**config.mk**
```make
export PLATFORM = sky130hd
export DESIGN_NAME = coded_nibble_tx
export DESIGN_NICKNAME = d
export VERILOG_FILES = /design/src/rtl/code_link_pkg.sv /design/src/rtl/baud_tick_gen.sv /design/src/rtl/coded_nibble_tx.sv
export SDC_FILE = /design/constraint.sdc
export NUM_CORES = 1
export LEC_CHECK = 0
export CAP_MARGIN = 20
export CORE_MARGIN = 2
export CORE_UTILIZATION = 55
export CTS_CLUSTER_SIZE = 28
export DETAILED_ROUTE_END_ITERATION = 7
export PLACE_DENSITY = 0.85
export SLEW_MARGIN = 20
export SYNTH_ARGS = -nofsm -noshare
export SYNTH_HDL_FRONTEND = slang
export SYNTH_SLANG_ARGS = --single-unit
```
**constraint.sdc**
```tcl
create_clock -name clk -period 2.3 [get_ports clk]
set_input_delay 0.23 -clock clk [delete_from_list [all_inputs] [get_ports clk]]
set_output_delay 0.23 -clock clk [all_outputs]
set_load 0.02 [all_outputs]
```
**src/rtl/code_link_pkg.sv**
```systemverilog
// Shared definitions for the coded-nibble serial link: frame states,
// line levels and the frame-length helper used by the framer and its bench.
package code_link_pkg;

    typedef enum logic [2:0] {
        IDLE   = 3'd0,
        START  = 3'd1,
        DATA   = 3'd2,
        PARITY = 3'd3,
        STOP   = 3'd4
    } code_state_e;

    localparam int   CODE_W     = 4;
    localparam logic LINE_IDLE  = 1'b1;
    localparam logic LINE_START = 1'b0;

    function automatic int frame_len(input int data_w, input int clks_per_bit,
                                     input int stop_bits, input int parity_bits);
        return (1 + data_w + parity_bits + stop_bits) * clks_per_bit;
    endfunction

endpackage

```
**src/rtl/baud_tick_gen.sv**
```systemverilog
// Bit-period timer: counts 0..CLKS_PER_BIT-1 while enabled and flags the wrap
// cycle (tick) and the cycle before it (pre_tick); held at zero when disabled.
module baud_tick_gen #(
    parameter int CLKS_PER_BIT = 4
) (
    input  logic clk,
    input  logic reset,
    input  logic enable,
    output logic tick,
    output logic pre_tick
);

    localparam int CNT_W = (CLKS_PER_BIT > 1) ? $clog2(CLKS_PER_BIT) : 1;
    localparam logic [CNT_W-1:0] CNT_LAST = CNT_W'(CLKS_PER_BIT - 1);
    localparam logic [CNT_W-1:0] CNT_PRE  = CNT_W'(CLKS_PER_BIT - 2);

    logic [CNT_W-1:0] cnt_r;

    // Free-running bit-period counter, cleared whenever the framer is idle
    always_ff @(posedge clk or posedge reset) begin
        if (reset) begin
            cnt_r <= {CNT_W{1'b0}};
        end else if (!enable) begin
            cnt_r <= {CNT_W{1'b0}};
        end else if (cnt_r == CNT_LAST) begin
            cnt_r <= {CNT_W{1'b0}};
        end else begin
            cnt_r <= cnt_r + CNT_W'(1);
        end
    end

    assign tick     = enable && (cnt_r == CNT_LAST);
    assign pre_tick = enable && (cnt_r == CNT_PRE);

endmodule

```
**src/rtl/coded_nibble_tx.sv**
```systemverilog
// Serial framer for coded nibbles: start bit, LSB-first data, optional even
// parity (enabled by defining CODE_TX_PARITY_EN), then stop bit(s); idle high.
module coded_nibble_tx
    import code_link_pkg::*;
#(
    parameter int DATA_W       = CODE_W,
    parameter int CLKS_PER_BIT = 4,
    parameter int STOP_BITS    = 1
) (
    input  logic              clk,
    input  logic              reset,
    input  logic [DATA_W-1:0] in_data,
    input  logic              in_valid,
    output logic              in_ready,
    output logic              tx_out,
    output logic              busy,
    output logic              frame_done
);

    localparam logic [2:0] S_IDLE   = IDLE;
    localparam logic [2:0] S_START  = START;
    localparam logic [2:0] S_DATA   = DATA;
`ifdef CODE_TX_PARITY_EN
    localparam logic [2:0] S_PARITY = PARITY;
`endif
    localparam logic [2:0] S_STOP   = STOP;

    localparam int BIT_W = (DATA_W > 1) ? $clog2(DATA_W) : 1;
    localparam logic [BIT_W-1:0] BIT_LAST  = BIT_W'(DATA_W - 1);
    localparam logic             STOP_LAST = (STOP_BITS == 2) ? 1'b1 : 1'b0;

    function automatic logic even_parity(input logic [DATA_W-1:0] d);
        return ^d;
    endfunction

    logic [2:0]        state_r;
    logic [DATA_W-1:0] shift_r;
    logic [BIT_W-1:0]  bit_cnt_r;
    logic              stop_cnt_r;
    logic              tx_r;
    logic              busy_r;
    logic              ready_r;
    logic              done_r;
`ifdef CODE_TX_PARITY_EN
    logic              parity_r;
`endif
    logic              tick_s;
    logic              pre_tick_s;
    logic              capture_s;

    assign capture_s = in_valid && ready_r;

    baud_tick_gen #(
        .CLKS_PER_BIT (CLKS_PER_BIT)
    ) u_baud (
        .clk      (clk),
        .reset    (reset),
        .enable   (busy_r),
        .tick     (tick_s),
        .pre_tick (pre_tick_s)
    );

    // Frame sequencer; the line level is registered one bit ahead of each state
    always_ff @(posedge clk or posedge reset) begin
        if (reset) begin
            state_r    <= S_IDLE;
            shift_r    <= {DATA_W{1'b0}};
            bit_cnt_r  <= {BIT_W{1'b0}};
            stop_cnt_r <= 1'b0;
            tx_r       <= LINE_IDLE;
            busy_r     <= 1'b0;
            ready_r    <= 1'b1;
            done_r     <= 1'b0;
`ifdef CODE_TX_PARITY_EN
            parity_r   <= 1'b0;
`endif
        end else begin
            done_r <= 1'b0;
            case (state_r)
                S_IDLE: begin
                    if (capture_s) begin
                        state_r    <= S_START;
                        shift_r    <= in_data;
                        bit_cnt_r  <= {BIT_W{1'b0}};
                        stop_cnt_r <= 1'b0;
                        tx_r       <= LINE_START;
                        busy_r     <= 1'b1;
                        ready_r    <= 1'b0;
`ifdef CODE_TX_PARITY_EN
                        parity_r   <= even_parity(in_data);
`endif
                    end else begin
                        tx_r <= LINE_IDLE;
                    end
                end
                S_START: begin
                    if (tick_s) begin
                        state_r <= S_DATA;
                        tx_r    <= shift_r[0];
                        shift_r <= shift_r >> 1;
                    end
                end
                S_DATA: begin
                    if (tick_s) begin
                        if (bit_cnt_r == BIT_LAST) begin
`ifdef CODE_TX_PARITY_EN
                            state_r <= S_PARITY;
                            tx_r    <= parity_r;
`else
                            state_r <= S_STOP;
                            tx_r    <= LINE_IDLE;
`endif
                        end else begin
                            bit_cnt_r <= bit_cnt_r + BIT_W'(1);
                            tx_r      <= shift_r[0];
                            shift_r   <= shift_r >> 1;
                        end
                    end
                end
`ifdef CODE_TX_PARITY_EN
                S_PARITY: begin
                    if (tick_s) begin
                        state_r <= S_STOP;
                        tx_r    <= LINE_IDLE;
                    end
                end
`endif
                S_STOP: begin
                    // Raise frame_done one cycle early so it lands on the final stop cycle
                    if (pre_tick_s && (stop_cnt_r == STOP_LAST)) begin
                        done_r <= 1'b1;
                    end
                    if (tick_s) begin
                        if (stop_cnt_r == STOP_LAST) begin
                            state_r <= S_IDLE;
                            busy_r  <= 1'b0;
                            ready_r <= 1'b1;
                        end else begin
                            stop_cnt_r <= 1'b1;
                        end
                    end
                end
                default: begin
                    state_r <= S_IDLE;
                    tx_r    <= LINE_IDLE;
                    busy_r  <= 1'b0;
                    ready_r <= 1'b1;
                end
            endcase
        end
    end

    assign tx_out     = tx_r;
    assign busy       = busy_r;
    assign in_ready   = ready_r;
    assign frame_done = done_r;

endmodule

```
==> flow_summary.json <==
{
  "status": "finished clean",
  "fin_tns_setup_ns": 0,
  "drive_gt1_share_pct": 15.4,
  "hold_class": "in -> async",
  "synth.most_common_cell": "dfrtp_1",
  "powerDensity_nw_per_um2": 453,
  "antenna_cells": 0,
  "reg2reg_depth": 4,
  "timing.max_slew.rel_slack_pct": 62.5,
  "grt_pass1_vias": 611,
  "clock.fmax_mhz": 554,
  "crit_fanout": 14,
  "ys_warn_count": 0,
  "vdd_drop_max_uv": 360,
  "vias": 622,
  "netlist.area_leader.share_pct": 37.9,
  "grt_pass1_wl_um": 2800,
  "r2r_end": "shift_r[1]",
  "numCtsBuffers": 3,
  "synth_cell_types": 33,
  "synth_edf_count": 0,
  "htreeDepth": 1,
  "wire_per_inst_um": 15.4,
  "reg2reg_from": "state_r[0]",
  "area_delta_synth_final_pct": 12.2,
  "core-area_um2": 1490,
  "r2r_slack_ns": 0.77,
  "crit_path_end_kind": "primary output",
  "syn-cell-area_um2": 858,
  "cts_tree": "done",
  "fillers": 127,
  "clkTransAtPathRegs_ns": 0.10,
  "crit_cells": 1,
  "drv_slew": 0,
  "arrival_ns": 1.58,
  "path_cells": "clkdlybuf4s50_1",
  "core.rowCount": 14,
  "worst-path-buf-inv": 1,
  "synth_ff_type": "dfrtp_1",
  "die_width_um": 43.5,
  "gp_congestion": 0.755,
  "first_pass_iters": 4,
  "drt-total-wl_um": 1650,
  "leakage_nw": 0.452,
  "setup_viol": 0,
  "cap_violations": 0,
  "cp.required_ns": 2.07,
  "hold_buffers": 0,
  "fin_skew_ns": 0.00712,
  "cts.sinks": 15,
  "max_stage_delay_ns": 0.69,
  "hold_viol": 0,
  "finalCritPeriodShare_pct": 78.5,
  "synth_top_area_cell": "dfrtp_1",
  "clk_path_buf_depth": 2,
  "synth_cells": 81,
  "cts-resized-gates": 0,
  "ys_seq_elements": 15,
  "die_h_um": 43.5,
  "ant_nets": 0,
  "cp_slowest_cell": "clkdlybuf4s50_1",
  "ys_seq_area_share_pct": 44.0,
  "rsz0062_at_grt": "no",
  "holdWs_ns": 0.289,
  "ys_top_cells_by_area": "dfrtp_1, dfstp_2, ha_1, buf_6, a21oi_1",
  "critPathKind": "reg -> out",
  "grt_max_degree": 16,
  "io_buffers": 10,
  "boundaryPins": 11,
  "dieArea_um2": 1890,
  "synth_fp_nets": 91,
  "via_per_inst": 5.81,
  "clk_latency_ns": 0.28,
  "start_util_pct": 57.6,
  "ys_top_cells_by_count": "dfrtp_1, nor2_1, a21oi_1",
  "drt_iter0_drc": 18,
  "grt.total_usage_pct": 19.9,
  "async_reset_ff_share_pct": 100,
  "clock-root-buffer": "clkbuf_4",
  "hpwlAfterDp_um": 1170,
  "fin_crit_ns": 1.81,
  "cp-start-kind": "flop",
  "drc": 0,
  "grt_antenna_before_repair": 0,
  "nets": 102,
  "cts_setup_buffers": 0,
  "crit_family": "buffers and inverters",
  "grt-ovfl-total": 0,
  "avgSynthCellArea_um2": 10.6,
  "tightest_slew_ns": 0.562
}
[worst max path at each step]
stage | start | end | slack, ns
floorplan | state_r[2] | shift_r[3] | 0.91
global placement | in_valid | shift_r[3] | 0.79
detailed placement | in_valid | shift_r[1] | 0.71
CTS | busy | busy | 0.50
global route | busy | busy | 0.43
finish | busy | busy | 0.49
[layer usage]
| metal | track usage [%] | vias up | wire, um |
|---|---|---|---|
| li1 | - | 313 | - |
| met1 | 28.3 | 303 | 823 |
| met2 | 31.3 | 4 | 788 |
| met3 | 2.50 | 2 | 26 |
| met4 | 7.27 | 0 | 9 |
| met5 | 0 | - | 0 |
[placed cells by master (no fill, tap or decap), types with 2 or more instances in the layout]
master / count
a21o_1: 3
a21oi_1: 6
and3_1: 4
clkbuf_4: 3
clkdlybuf4s50_1: 10
dfrtp_1: 13
dfstp_2: 2
ha_1: 3
inv_1: 2
mux2i_1: 3
nand2_1: 5
nand2b_1: 2
nor2_1: 8
nor3b_1: 2
o21ai_1: 3
o22a_2: 2
o2bb2ai_1: 3
[sequential cells by signal (all words and copies together) (netlist names)]
| signal | flops |
|---|---|
| bit_cnt_r | 2 |
| u_baud.cnt_r | 2 |
| state_r | 3 |
| tx_out | 1 |
| in_ready | 1 |
| frame_done | 1 |
| busy | 1 |
| shift_r | 4 |
[per-stage QoR]
| step | instance area, um^2 | worst slack (ns) | util [%] | power (mW) | cells |
|---|---|---|---|---|---|
| 4_1_cts | 963 | 0.498 | 64.7 | 0.437 | 107 |
| 3_5_place_dp | 937 | 0.705 | 62.9 | 0.287 | 103 |
| 2_1_floorplan | 858 | 0.905 | - | 0.274 | 81 |
| 3_3_place_gp | 937 | 0.793 | 62.9 | 0.287 | 103 |
| 5_1_grt | 963 | 0.434 | 64.7 | 0.450 | 107 |
| 6_report | 963 | 0.494 | 64.7 | 0.436 | 107 |
[final cells by class]
| class | instances | area, um^2 | area share (%) |
|---|---|---|---|
| multi-input cells | 60 | 432 | 44.8 |
| well taps | 16 | 20.0 | 2.08 |
| inverters | 2 | 7.51 | 0.779 |
| repair buffers | 10 | 100 | 10.4 |
| flip-flops and latches | 15 | 378 | 39.2 |
| clock buffers | 4 | 26.3 | 2.73 |
[logic make-up after synthesis]
kind of cell | share of synthesized area [%]
compound gates | 20.7
fa+ha+maj | 4.37
buf+inv | 5.69
flops | 44.0
mux | 3.50
simple gates | 21.7
[where the power goes]
| part | switching (mW) | total (mW) | internal [mW] |
|---|---|---|---|
| sequential | 0 | 0.264 | 0.264 |
| combinational | 0.00758 | 0.0176 | 0.0100 |
| clock | 0.0879 | 0.155 | 0.0672 |
| total | 0.0955 | 0.436 | 0.341 |
No activity file was read; power rests on OpenSTA's default activity.
